$ cat src/rtl/tt_sweep_pkg.sv
// Shared types and constants for the truth-table sweep sequencer.
// Optional build macro TT_SWEEP_SYNC_EN (see tt_sweep_ctrl) uses SYNC_STAGES.
package tt_sweep_pkg;

  typedef enum logic [1:0] {
    IDLE,
    SETTLE,
    SAMPLE,
    DONE
  } tt_sweep_state_e;

  localparam int NUM_ROWS    = 8;
  localparam int ROW_W       = 3;
  localparam int SIG_W       = 8;
  localparam int SYNC_STAGES = 2;

  // Row 000 lands in the MSB so a gate named 0xHH produces signature 8'hHH.
  function automatic logic [ROW_W-1:0] row_to_bit(input logic [ROW_W-1:0] row);
    return ROW_W'(NUM_ROWS - 1) - row;
  endfunction

endpackage

$ cat src/rtl/tt_sweep_sync.sv
// Multi-flop synchroniser for the gate output; built only with TT_SWEEP_SYNC_EN.
module tt_sweep_sync
  import tt_sweep_pkg::*;
(
  input  logic clk_i,
  input  logic rst_ni,
  input  logic d_i,
  output logic q_o
);

  logic [SYNC_STAGES-1:0] sync_q;

  always_ff @(posedge clk_i) begin
    if (!rst_ni) begin
      sync_q <= '0;
    end else begin
      sync_q <= {sync_q[SYNC_STAGES-2:0], d_i};
    end
  end

  assign q_o = sync_q[SYNC_STAGES-1];

endmodule

$ cat src/rtl/tt_sweep_ctrl.sv
// Sweeps a 3-input gate through rows 000..111, captures its truth-table code and
// compares it with a latched expected code. Macro TT_SWEEP_SYNC_EN adds an input synchroniser.
module tt_sweep_ctrl
  import tt_sweep_pkg::*;
#(
  parameter int SETTLE_CYCLES = 4,
  parameter int CNT_W         = 8
) (
  input  logic                  clk,
  input  logic                  rst_n,
  input  logic                  start,
  input  logic [SIG_W-1:0]      expected,
  output logic [ROW_W-1:0]      dut_in,
  input  logic                  dut_out,
  output logic                  busy,
  output logic                  done,
  output logic [SIG_W-1:0]      signature,
  output logic                  match,
  output tt_sweep_state_e       dbg_state
);

`ifdef TT_SWEEP_SYNC_EN
  // Two extra settle cycles cover the synchroniser latency.
  localparam int RELOAD = SETTLE_CYCLES + 1;
`else
  localparam int RELOAD = SETTLE_CYCLES - 1;
`endif
  localparam logic [CNT_W-1:0] CNT_RELOAD = CNT_W'(RELOAD);

  if (SETTLE_CYCLES < 1 || SETTLE_CYCLES > 255) begin : g_bad_settle
    $error("tt_sweep_ctrl: SETTLE_CYCLES must be in 1..255");
  end
  if (CNT_W < $clog2(SETTLE_CYCLES + 3)) begin : g_bad_cnt_w
    $error("tt_sweep_ctrl: CNT_W too narrow for SETTLE_CYCLES+2");
  end

  logic sample_bit;

`ifdef TT_SWEEP_SYNC_EN
  tt_sweep_sync u_sync (
    .clk_i  (clk),
    .rst_ni (rst_n),
    .d_i    (dut_out),
    .q_o    (sample_bit)
  );
`else
  assign sample_bit = dut_out;
`endif

  tt_sweep_state_e  state_q, state_d;
  logic [ROW_W-1:0] row_q, row_d;
  logic [CNT_W-1:0] cnt_q, cnt_d;
  logic [SIG_W-1:0] sig_q, sig_d;
  logic [SIG_W-1:0] exp_q, exp_d;
  logic             match_q, match_d;

  always_ff @(posedge clk) begin
    if (!rst_n) begin
      state_q <= IDLE;
      row_q   <= '0;
      cnt_q   <= '0;
      sig_q   <= '0;
      exp_q   <= '0;
      match_q <= 1'b0;
    end else begin
      state_q <= state_d;
      row_q   <= row_d;
      cnt_q   <= cnt_d;
      sig_q   <= sig_d;
      exp_q   <= exp_d;
      match_q <= match_d;
    end
  end

  // start is a level request accepted only in IDLE (no queuing); done pulses for the single DONE cycle.
  always_comb begin
    state_d = state_q;
    row_d   = row_q;
    cnt_d   = cnt_q;
    sig_d   = sig_q;
    exp_d   = exp_q;
    match_d = match_q;
    case (state_q)
      IDLE: begin
        if (start) begin
          exp_d   = expected;
          row_d   = '0;
          cnt_d   = CNT_RELOAD;
          sig_d   = '0;
          match_d = 1'b0;
          state_d = SETTLE;
        end
      end
      SETTLE: begin
        if (cnt_q == '0) begin
          state_d = SAMPLE;
        end else begin
          cnt_d = cnt_q - 1'b1;
        end
      end
      SAMPLE: begin
        sig_d[row_to_bit(row_q)] = sample_bit;
        if (row_q == ROW_W'(NUM_ROWS - 1)) begin
          match_d = (sig_d == exp_q);
          state_d = DONE;
        end else begin
          row_d   = row_q + 1'b1;
          cnt_d   = CNT_RELOAD;
          state_d = SETTLE;
        end
      end
      DONE: begin
        state_d = IDLE;
      end
      default: begin
        state_d = IDLE;
      end
    endcase
  end

  assign dut_in    = row_q;
  assign busy      = (state_q != IDLE);
  assign done      = (state_q == DONE);
  assign signature = sig_q;
  assign match     = match_q;
  assign dbg_state = state_q;

endmodule

$ cat config.mk
export PLATFORM = sky130hd
export DESIGN_NAME = tt_sweep_ctrl
export DESIGN_NICKNAME = d
export VERILOG_FILES = /design/src/rtl/tt_sweep_pkg.sv /design/src/rtl/tt_sweep_sync.sv /design/src/rtl/tt_sweep_ctrl.sv
export SDC_FILE = /design/constraint.sdc
export NUM_CORES = 1
export LEC_CHECK = 0
export CAP_MARGIN = 20
export CORE_ASPECT_RATIO = 0.5
export CORE_MARGIN = 3
export CORE_UTILIZATION = 52
export DETAILED_ROUTE_END_ITERATION = 8
export HOLD_SLACK_MARGIN = 0.1
export PLACE_DENSITY_LB_ADDON = 0.08
export SLEW_MARGIN = 15
export SYNTH_ARGS = -nofsm -noshare
export SYNTH_HDL_FRONTEND = slang
export SYNTH_SLANG_ARGS = --single-unit
export TNS_END_PERCENT = 5
$ cat constraint.sdc
create_clock -name clk -period 1.97 [get_ports clk]
set_input_delay 0.2955 -clock clk [delete_from_list [all_inputs] [get_ports clk]]
set_output_delay 0.2955 -clock clk [all_outputs]
set_load 0.01 [all_outputs]
* Yosys cells after proc, flatten, opt, wreduce, memory -nomap -nowiden
Index checks and enable logic that the tools add are counted.
** Word-level totals
- Output and inout bits :: 16
- Input port bits :: 12
- Bits in registers :: 30
- Logic and storage cells :: 52
** Operators by class
- Reduce and logical (&&, ||, !) cells :: 12
- $lt $le $gt $ge :: 2
- Muxes and demuxes :: 19
- $add $sub $neg :: 3
- Equal/unequal tests :: 10
** Operator list (number)
- $mux W8 :: 4
- $pmux W8 S3 :: 1
- $pmux W8 S2 :: 1
- $ne A2 B2 Y1 const B :: 5
- $bwmux W8 :: 1
- $eq A8 B8 Y1 :: 1
- $logic_not A8 Y1 :: 1
- $pmux W2 S4 :: 1
- $sub A8 B1 Y8 const B :: 1
- $mux W2 :: 3
- $mux W3 :: 2
- $pmux W3 S2 :: 1
- $reduce_and A2 Y1 :: 3
- $reduce_and A3 Y1 :: 2
- $eq A2 B2 Y1 const B :: 2
- $lt A3 B4 Y1 const B :: 1
- $reduce_and A4 Y1 :: 1
- $reduce_bool A2 Y1 :: 2
- $add A3 B1 Y3 const B :: 1
- $demux W1 S3 :: 1
- $eq A3 B3 Y1 const B :: 1
- $ge A3 B1 Y1 const B :: 1
- $mux W1 :: 3
- $reduce_bool A3 Y1 :: 1
- other kinds (5) :: 5

* Depth between registers and ports, before layout
Gate-level depths: netlist of the first run.
- Depth in word-level cells :: 9
- Gate-level depth with buffers :: 7
- Mapped depth without buffers :: 7

* Worst setup path before layout of the first run
Ideal clock, no wire load.
- Path kind :: register to register
- Start point :: register row_q[1] (netlist: dut_in[1])
- End point :: register match_q (netlist: match)
- Library setup time :: 0.069 ns
- Data arrival time :: 1.641 ns
- Setup slack :: 0.260 ns
- Required time :: 1.901 ns
- Cell stages (with the launch flop) :: 7
- Cell sequence :: dfxtp_1 buf_6 nor3_1 mux2i_1 o211ai_1 or4_1 o21ai_1
** On the way
- Word-level cells in the longest chain between the ends :: 9
- Elaborated cells between the ends (all ways) :: 13
** RTL lines
- from (decl) :: RTL line tt_sweep_ctrl.sv:51 : logic [ROW_W-1:0] row_q, row_d;
- from (signal assigned) :: RTL line tt_sweep_ctrl.sv:67 : row_q <= row_d;
- $sub A3 B3 Y3 :: RTL line tt_sweep_pkg.sv:19 : return ROW_W'(NUM_ROWS - 1) - row;
- $lt A3 B4 Y1 (not written as such) or $ge A3 B1 Y1 (tied branches) :: RTL line tt_sweep_ctrl.sv:102 : sig_d[row_to_bit(row_q)] = sample_bit;
- $logic_and A1 B1 Y1 (not written as such) :: RTL line tt_sweep_ctrl.sv:102
- $mux W1 (not written as such) :: RTL line tt_sweep_ctrl.sv:102
- $demux W1 S3 :: RTL line tt_sweep_ctrl.sv:102
- $bwmux W8 :: RTL line tt_sweep_ctrl.sv:102
- $eq A8 B8 Y1 :: RTL line tt_sweep_ctrl.sv:104 : match_d = (sig_d == exp_q);
- $mux W1 :: RTL line tt_sweep_ctrl.sv:103 : if (row_q == ROW_W'(NUM_ROWS - 1)) begin
- $pmux W1 S2 :: RTL line tt_sweep_ctrl.sv:83 : case (state_q)
- to (signal assigned) :: RTL line tt_sweep_ctrl.sv:71 : match_q <= match_d;
- to (decl) :: RTL line tt_sweep_ctrl.sv:55 : logic match_q, match_d;
Parallel ways exist; a longest one is shown, timed or not. The select of a mux whose other input is x is not followed.
A chain may end at the register's enable or synchronous reset.

* Worst setup path in the final report of the first run
- Start point :: register cnt_q[0]
- End point :: register cnt_q[5]
** On the way
- Word-level cells in the longest chain between the ends :: 3
- Elaborated cells between the ends (all ways) :: 6
** RTL lines
- from (decl) :: RTL line tt_sweep_ctrl.sv:52 : logic [CNT_W-1:0] cnt_q, cnt_d;
- from (signal assigned) :: RTL line tt_sweep_ctrl.sv:68 : cnt_q <= cnt_d;
- $sub A8 B1 Y8 or $logic_not A8 Y1 (tied branches) :: RTL line tt_sweep_ctrl.sv:98, tt_sweep_ctrl.sv:95
- $mux W8 or $ne A2 B2 Y1 (tied branches)
- $pmux W8 S3 or $reduce_and A4 Y1 (tied branches)
Parallel ways exist; a longest one is shown, timed or not. The select of a mux whose other input is x is not followed.

==> summary.md, run 1 <==
| Metric | Value |
|---|---|
| Status | `complete, no violations` |
| All-Layer GR Usage | `0.2181` |
| GPL Wtd Cong | `0.8784` |
| Worst path cell trace | `inv_1 -> ha_1 -> or4b_1 -> o2111ai_1 -> nor2_1 -> xnor2_1 -> nor2_1` |
| WL/cell | `14.16 um` |
| Area share of the largest cell type after synthesis | `0.3783` |
| Die height | `45.08 um` |
| Main flop type after synthesis | `dfxtp_1` |
| DRT Pass-1 Iters | `4` |
| WL final | `3.682 mm` |
| Worst-path clk slew | `0.07 ns` |
| Total clock sinks | `30` |
| Gr ovfl total | `0` |
| First-pass GRT wire length | `6.417 mm` |
| Clock power share | `0.372` |
| Post-CTS Hold Buffers | `0` |
| TritonCTS clock tree | `done` |
| Crit-path max FO | `4` |
| Fraction of registers with async set/reset | `0` |
| Place WS | `0.04757 ns` |
| Row count | `13` |
| Ratio of cells with drive above 1 in the final layout | `0.1256` |
| Via/cell ratio | `5.565` |
| Clock Tree Root | `clkbuf_8` |
| Dominant cell type by area after synthesis | `dfxtp_1` |
| Crit. End Element | `register` |
| Die ar. | `0.003793 sq mm` |
| Vias | `1,447` |
| Yosys Warn Count | `0` |
| Cts bufs inserted | `5` |
| Register area share after synthesis | `0.3783` |
| Synth Net Count | `201` |
| Antenna violations before repair | `0` |
| Worst-margin pin slew | `0.4524 ns` |
| Pin count of the biggest net entering global routing | `22` |
| CP dominant cell by count | `nor2_1` |
| Mapped Area | `0.001588 sq mm` |
| Fin worst setup slack | `0.1680 ns` |
| Maximum vdd ir drop | `0.5813 mV` |
| Critical path arrival | `1.98 ns` |
| RSZ-0062 raised after global routing | `false` |
| I/O Pins | `28` |
| CP Class | `reg2reg` |
| Sequential share of power | `0.423` |
| Internal power | `1.184 mW` |
| Core area | `0.002749 sq mm` |
| Routed Antenna Nets | `0` |
| ANT cells | `0` |
| Post-synthesis cell type count | `38` |
| Ranking of synthesized cells by area | `dfxtp_1 (38%), nor2_1 (8.3%), mux2i_1 (7.6%)` |
| Headroom to the max-slew limit | `0.6978` |
| Post-synth EDFFs | `0` |
| Net switching power | `0.4490 mW` |
| Initial Util | `0.5776` |
| Slew Viols, Final | `0` |
| DP HPWL | `2.673 mm` |
| Hold Fails Final Rpt | `0` |
| Worst Path Required | `2.14 ns` |
| Largest stage delay on the critical path | `0.49 ns` |
| Initial detailed-routing violation count | `55` |
| Number of global-route vias before repair | `1,396` |
| Nets | `238` |
| Crit start category | `register` |
| Sw Share | `0.2750` |
| TNS Setup | `0 ns` |
| Mapped Cells | `185` |
| CP top delay family | `simple AND/OR/NAND/NOR gates` |
| PortBufs | `27` |
| Fmax achieved | `0.5550 GHz` |
| Leakage Power | `0.8104 nW` |
| Comb pwr share | `0.205` |
| Hold Crit Class | `reg2reg` |
| Commonest cells in the netlist | `nor2_1 (35), dfxtp_1 (30), mux2i_1 (12), o21ai_0 (12)` |
| Pwr Density | `797.1 mW/mm^2` |
| Final Skew | `0.005084 ns` |
| H-tree levels | `2` |
| Minimum clock period after layout | `1.802 ns` |
| #FFs+latches synth | `30` |
| Clock tree buffer depth | `2` |
| Final setup fails | `0` |
| Critical-path top delay cell | `or4b_1` |
| Clk_lat worst skew | `0.28 ns` |
| Period utilisation layout | `0.9147` |
| CP bufs+invs | `1` |
| Die width | `84.15 um` |
| Most numerous cell in the Yosys netlist | `nor2_1` |
| Maxcap violations | `0` |
| DRC | `0` |
| Avg Inst Size Synth | `8.583 sq um` |
| P&R area growth vs syn | `29.00%` |
final timing paths:
kind	startpoint	to	slack, ns	cells past startpoint
setup / recovery	cnt_q[0]$_SDFFE_PN0P_	cnt_q[5]$_SDFFE_PN0P_	0.17	7
hold / removal	match$_SDFFE_PN0P_	match$_SDFFE_PN0P_	0.49	2
setup reg to reg	cnt_q[0]$_SDFFE_PN0P_	cnt_q[5]$_SDFFE_PN0P_	0.17	7
hold reg to reg	match$_SDFFE_PN0P_	match$_SDFFE_PN0P_	0.49	2
stage by stage:
| stage | cells | cell area (sq um) | hold slack, ns | total power [mW] | util |
|---|---|---|---|---|---|
| after floorplan | 185 | 1588 | 0.4312 | 0.9176 | - |
| after global placement | 252 | 1937 | 0.4628 | 1.022 | 0.7046 |
| after detailed placement | 252 | 1937 | 0.4846 | 1.037 | 0.7046 |
| after CTS | 260 | 2046 | 0.4937 | 1.644 | 0.7442 |
| after global routing | 260 | 2048 | 0.5212 | 1.727 | 0.7451 |
| final | 260 | 2048 | 0.4934 | 1.633 | 0.7451 |
worst min-delay path, delay by kind of cell, from the launching register on:
kind            cells  cell delay, ns
compound gates      1            0.06
flops               1            0.32
simple gates        1            0.07
cell usage in the layout, fill, tap and decap left out, types with 2 or more instances in the layout:
| cell | netlist | routed |
|---|---|---|
| nor2_1 | 35 | 35 |
| dfxtp_1 | 30 | 28 |
| clkdlybuf4s50_1 | 0 | 27 |
| o21ai_0 | 12 | 12 |
| mux2i_1 | 12 | 12 |
| buf_4 | 0 | 12 |
| xnor2_1 | 10 | 10 |
| a22oi_1 | 10 | 10 |
| nand2_1 | 7 | 7 |
| inv_1 | 6 | 6 |
| nor3_1 | 5 | 5 |
| a21oi_1 | 5 | 5 |
| xor2_1 | 5 | 5 |
| clkbuf_8 | 0 | 5 |
| nand2b_1 | 4 | 4 |
| ha_1 | 4 | 4 |
| o2111ai_1 | 3 | 3 |
| nor3b_1 | 3 | 3 |
| or2_2 | 2 | 2 |
| a21o_1 | 2 | 2 |
| a211oi_1 | 2 | 2 |
| nand3b_1 | 2 | 2 |
| nand3_1 | 2 | 2 |
| clkinv_2 | 0 | 2 |
| dfxtp_2 | 0 | 2 |
registers in the layout, summed over array words and instances (netlist names):
name / flops
cnt_q: 8
dbg_state: 2
dut_in: 3
exp_q: 8
match: 1
signature: 8
kinds of logic (layout without fill, tap and decap cells):
kind of cell,count (synthesis),count (layout),share of synthesized area
adder cells (fa/ha/maj),4,4,0.03152
AO/OA/AOI/OAI,38,38,0.1552
multiplexers,12,12,0.07565
flip-flops,30,30,0.3783
AND/OR/NAND/NOR,71,71,0.2262
XOR/XNOR,15,15,0.08274
buffers and inverters,15,53,0.05043
repair_timing:
item                       CTS  global route
setup endpoints to repair    0             1
setup buffers                0             0
gates resized for setup      0             2
power by group through the flow:
stage | combinational, mW | sequential, mW | clock, mW
after floorplan | 0.227 | 0.690 | 0
after global placement | 0.322 | 0.700 | 0
after detailed placement | 0.334 | 0.703 | 0
after CTS | 0.336 | 0.689 | 0.619
after global routing | 0.376 | 0.696 | 0.654
final | 0.335 | 0.690 | 0.607
cell type report:
type	count	area, sq um
timing repair buffer	39	360.3
clock inverter	3	40.04
sequential	30	603.1
multi-input combinational	140	907.1
fill	229	700.7
tap	37	46.29
clock buffer	5	68.82
inverter	6	22.52
routing by layer:
layer	wire length (um)	vias up	global-route usage
li1	-	724	-
met1	1723	682	0.2644
met2	1745	37	0.3762
met3	188	4	0.08561
met4	25	0	0.04808
met5	0	-	0
(Power assumes the default switching activity.)
==> inputs of run 2 (changes only) <==
--- a/config.mk
+++ b/config.mk
@@ -8,10 +8,10 @@
 export CAP_MARGIN = 20
 export CORE_ASPECT_RATIO = 0.5
 export CORE_MARGIN = 3
-export CORE_UTILIZATION = 52
+export CORE_UTILIZATION = 47
 export DETAILED_ROUTE_END_ITERATION = 8
 export HOLD_SLACK_MARGIN = 0.1
-export PLACE_DENSITY_LB_ADDON = 0.08
+export PLACE_DENSITY = 0.78
 export SLEW_MARGIN = 15
 export SYNTH_ARGS = -nofsm -noshare
 export SYNTH_HDL_FRONTEND = slang
==> constraint.sdc (replaced) <==
create_clock -name clk -period 1.51 [get_ports clk]
set_input_delay 0.2265 -clock clk [delete_from_list [all_inputs] [get_ports clk]]
set_output_delay 0.2265 -clock clk [all_outputs]
set_load 0.01 [all_outputs]
==> summary.md, run 2 (synthesized netlist as in run 1, its figures left out) <==
| Metric | Value |
|---|---|
| Via/cell ratio | `5.449 (was 5.565)` |
| Leakage Power | `0.9465 nW (was 0.8104 nW)` |
| WL/cell | `14.36 um (was 14.16 um)` |
| Fill cell count | `239 (was 229)` |
| Worst Path Required | `1.67 ns (was 2.14 ns)` |
| Hold Crit Class | `reg2reg (unchanged)` |
| Most frequent cells in the layout | `nor2_1 (35), buf_4 (33), dfxtp_1 (24) (was nor2_1 (35), dfxtp_1 (28), clkdlybuf4s50_1 (27))` |
| Period utilisation layout | `1.140 (was 0.9147)` |
| Antenna violations before repair | `0 (unchanged)` |
| P&R area growth vs syn | `44.05% (was 29.00%)` |
| Final Skew | `0.002756 ns (was 0.005084 ns)` |
| Most common cell after layout, fill and taps aside | `nor2_1 (unchanged)` |
| PnR Total Power | `2.092 mW (was 1.633 mW)` |
| Crit. End Element | `register (unchanged)` |
| # Post-CTS Setup Buffers | `0 (unchanged)` |
| TritonCTS clock tree | `done (unchanged)` |
| Headroom to the max-slew limit | `0.7643 (was 0.6978)` |
| Largest stage delay on the critical path | `0.49 ns (about the same)` |
| Clock tree buffer depth | `2 (unchanged)` |
| DRT Pass-1 Iters | `4 (unchanged)` |
| Crit start category | `register (unchanged)` |
| WL final | `4.064 mm (was 3.682 mm)` |
| Die height | `47.10 um (was 45.08 um)` |
| DRC | `0 (unchanged)` |
| Maximum vdd ir drop | `0.4284 mV (was 0.5813 mV)` |
| Number of global-route vias before repair | `1,463 (was 1,396)` |
| Crit-path max FO | `6 (was 4)` |
| Gr ovfl total | `0 (unchanged)` |
| Vias | `1,542 (was 1,447)` |
| RSZ-0062 raised after global routing | `true (was false)` |
| Minimum clock period after layout | `1.722 ns (was 1.802 ns)` |
| Post-CTS Hold Buffers | `0 (unchanged)` |
| I/O Pins | `28 (unchanged)` |
| Critical path arrival | `1.88 ns (was 1.98 ns)` |
| Die ar. | `0.004154 sq mm (was 0.003793 sq mm)` |
| Row count | `14 (was 13)` |
| Pin count of the biggest net entering global routing | `13 (was 22)` |
| Final setup fails | `12 (was 0)` |
| Critical-path top delay cell | `or4b_4 (was or4b_1)` |
| Hold Fails Final Rpt | `0 (unchanged)` |
| Routed Antenna Nets | `0 (unchanged)` |
| Initial detailed-routing violation count | `73 (was 55)` |
| Worst path cell trace | `inv_2 -> ha_1 -> or4b_4 -> o31a_1 -> nor3_1 -> a211oi_1 (was inv_1 -> ha_1 -> or4b_1 -> o2111ai_1 -> nor2_1 -> xnor2_1 -> nor2_1)` |
| Layout Cells excl Fill | `283 (was 260)` |
| All-Layer GR Usage | `0.2173 (was 0.2181)` |
| Cts bufs inserted | `5 (unchanged)` |
| Fmax achieved | `0.5807 GHz (was 0.5550 GHz)` |
| ANT cells | `0 (unchanged)` |
| Clk_lat worst skew | `0.28 ns (about the same)` |
| Slew Viols, Final | `0 (unchanged)` |
| CP Class | `reg2reg (unchanged)` |
| Maxcap violations | `0 (unchanged)` |
| Worst-path clk slew | `0.06 ns (was 0.07 ns)` |
| GPL Wtd Cong | `0.8768 (was 0.8784)` |
| Nets | `260 (was 238)` |
| Core area | `0.003118 sq mm (was 0.002749 sq mm)` |
| PortBufs | `27 (unchanged)` |
| Fin worst setup slack | `-0.2121 ns (was 0.1680 ns)` |
| First-pass GRT wire length | `6.803 mm (was 6.417 mm)` |
| H-tree levels | `2 (unchanged)` |
| Initial Util | `0.5092 (was 0.5776)` |
| Total clock sinks | `30 (unchanged)` |
| DP HPWL | `2.895 mm (was 2.673 mm)` |
| Status | `finished with violations (was complete, no violations)` |
| Worst-margin pin slew | `0.3504 ns (was 0.4524 ns)` |
| Clock Tree Root | `clkbuf_8 (unchanged)` |
| TNS Setup | `-1.251 ns (was 0 ns)` |
| Dpl cells | `277 (was 252)` |
| Pwr Density | `914.5 mW/mm^2 (was 797.1 mW/mm^2)` |
| Violated checks | `setup timing` |
| Ratio of cells with drive above 1 in the final layout | `0.2798 (was 0.1256)` |
| Die width | `88.20 um (was 84.15 um)` |
run 2: cell count changes in the layout (fill, tap and decap cells not counted), moves of 4 or more:
cell / previous run / this run
buf_4: 12 / 33
clkdlybuf4s50_1: 27 / 23
dfxtp_1: 28 / 24
dfxtp_4: 0 / 4
run 2: cell type report:
type / count / area, sq um / share of cell area
clock buffer: 6 / 82.58 / 0.03611
inverter: 6 / 22.52 / 0.009847
multi-input combinational: 140 / 984.7 / 0.4305
sequential: 30 / 618.1 / 0.2702
tap: 40 / 50.05 / 0.02188
timing repair buffer: 61 / 529.3 / 0.2314
run 2: worst paths after layout:
path,slack (ns),endpoint,start,cells past startpoint
max,-0.21,cnt_q[0]$_SDFFE_PN0P_,cnt_q[0]$_SDFFE_PN0P_,6
max reg2reg,-0.21,cnt_q[0]$_SDFFE_PN0P_,cnt_q[0]$_SDFFE_PN0P_,6
min reg2reg,0.49,match$_SDFFE_PN0P_,match$_SDFFE_PN0P_,2
min,0.49,match$_SDFFE_PN0P_,match$_SDFFE_PN0P_,2
run 2: timing repair:
action / CTS / global route
hold endpoints to repair: 0 / 0
pin swaps: 5 / 2
setup endpoints to repair: 20 / 17
resized for setup: 18 / 11
run 2: report_power, final:
group / switching (mW) / internal (mW)
registers: 0.0544 / 0.843
clock network: 0.285 / 0.351
logic: 0.265 / 0.293
run 2: worst max-delay path: cells and delay by family, from the launching register on:
family	cells	cell delay (ns)
buf+inv	1	0.05
flops	1	0.32
simple gates	2	0.69
fa+ha+maj	1	0.14
compound gates	2	0.41
run 2: stage by stage:
step | cell area, sq um | utilization | hold slack [ns] | setup WS, ns
after floorplan | 1600 | - | 0.3622 | -0.1338
after global placement | 2118 | 0.6794 | 0.4640 | -0.3304
after detailed placement | 2118 | 0.6794 | 0.4775 | -0.3561
after CTS | 2252 | 0.7223 | 0.4862 | -0.2025
after global routing | 2287 | 0.7335 | 0.4990 | -0.2870
final | 2287 | 0.7335 | 0.4910 | -0.2121
run 2: metal layers:
| layer | share of wire | vias to the layer above | wire length [um] | global-route usage |
|---|---|---|---|---|
| li1 | - | 762 | - | - |
| met1 | 0.45 | 739 | 1821 | 0.2746 |
| met2 | 0.50 | 34 | 2023 | 0.3744 |
| met3 | 0.038 | 7 | 154 | 0.05954 |
| met4 | 0.016 | 0 | 65 | 0.06325 |
| met5 | 0 | - | 0 | 0 |
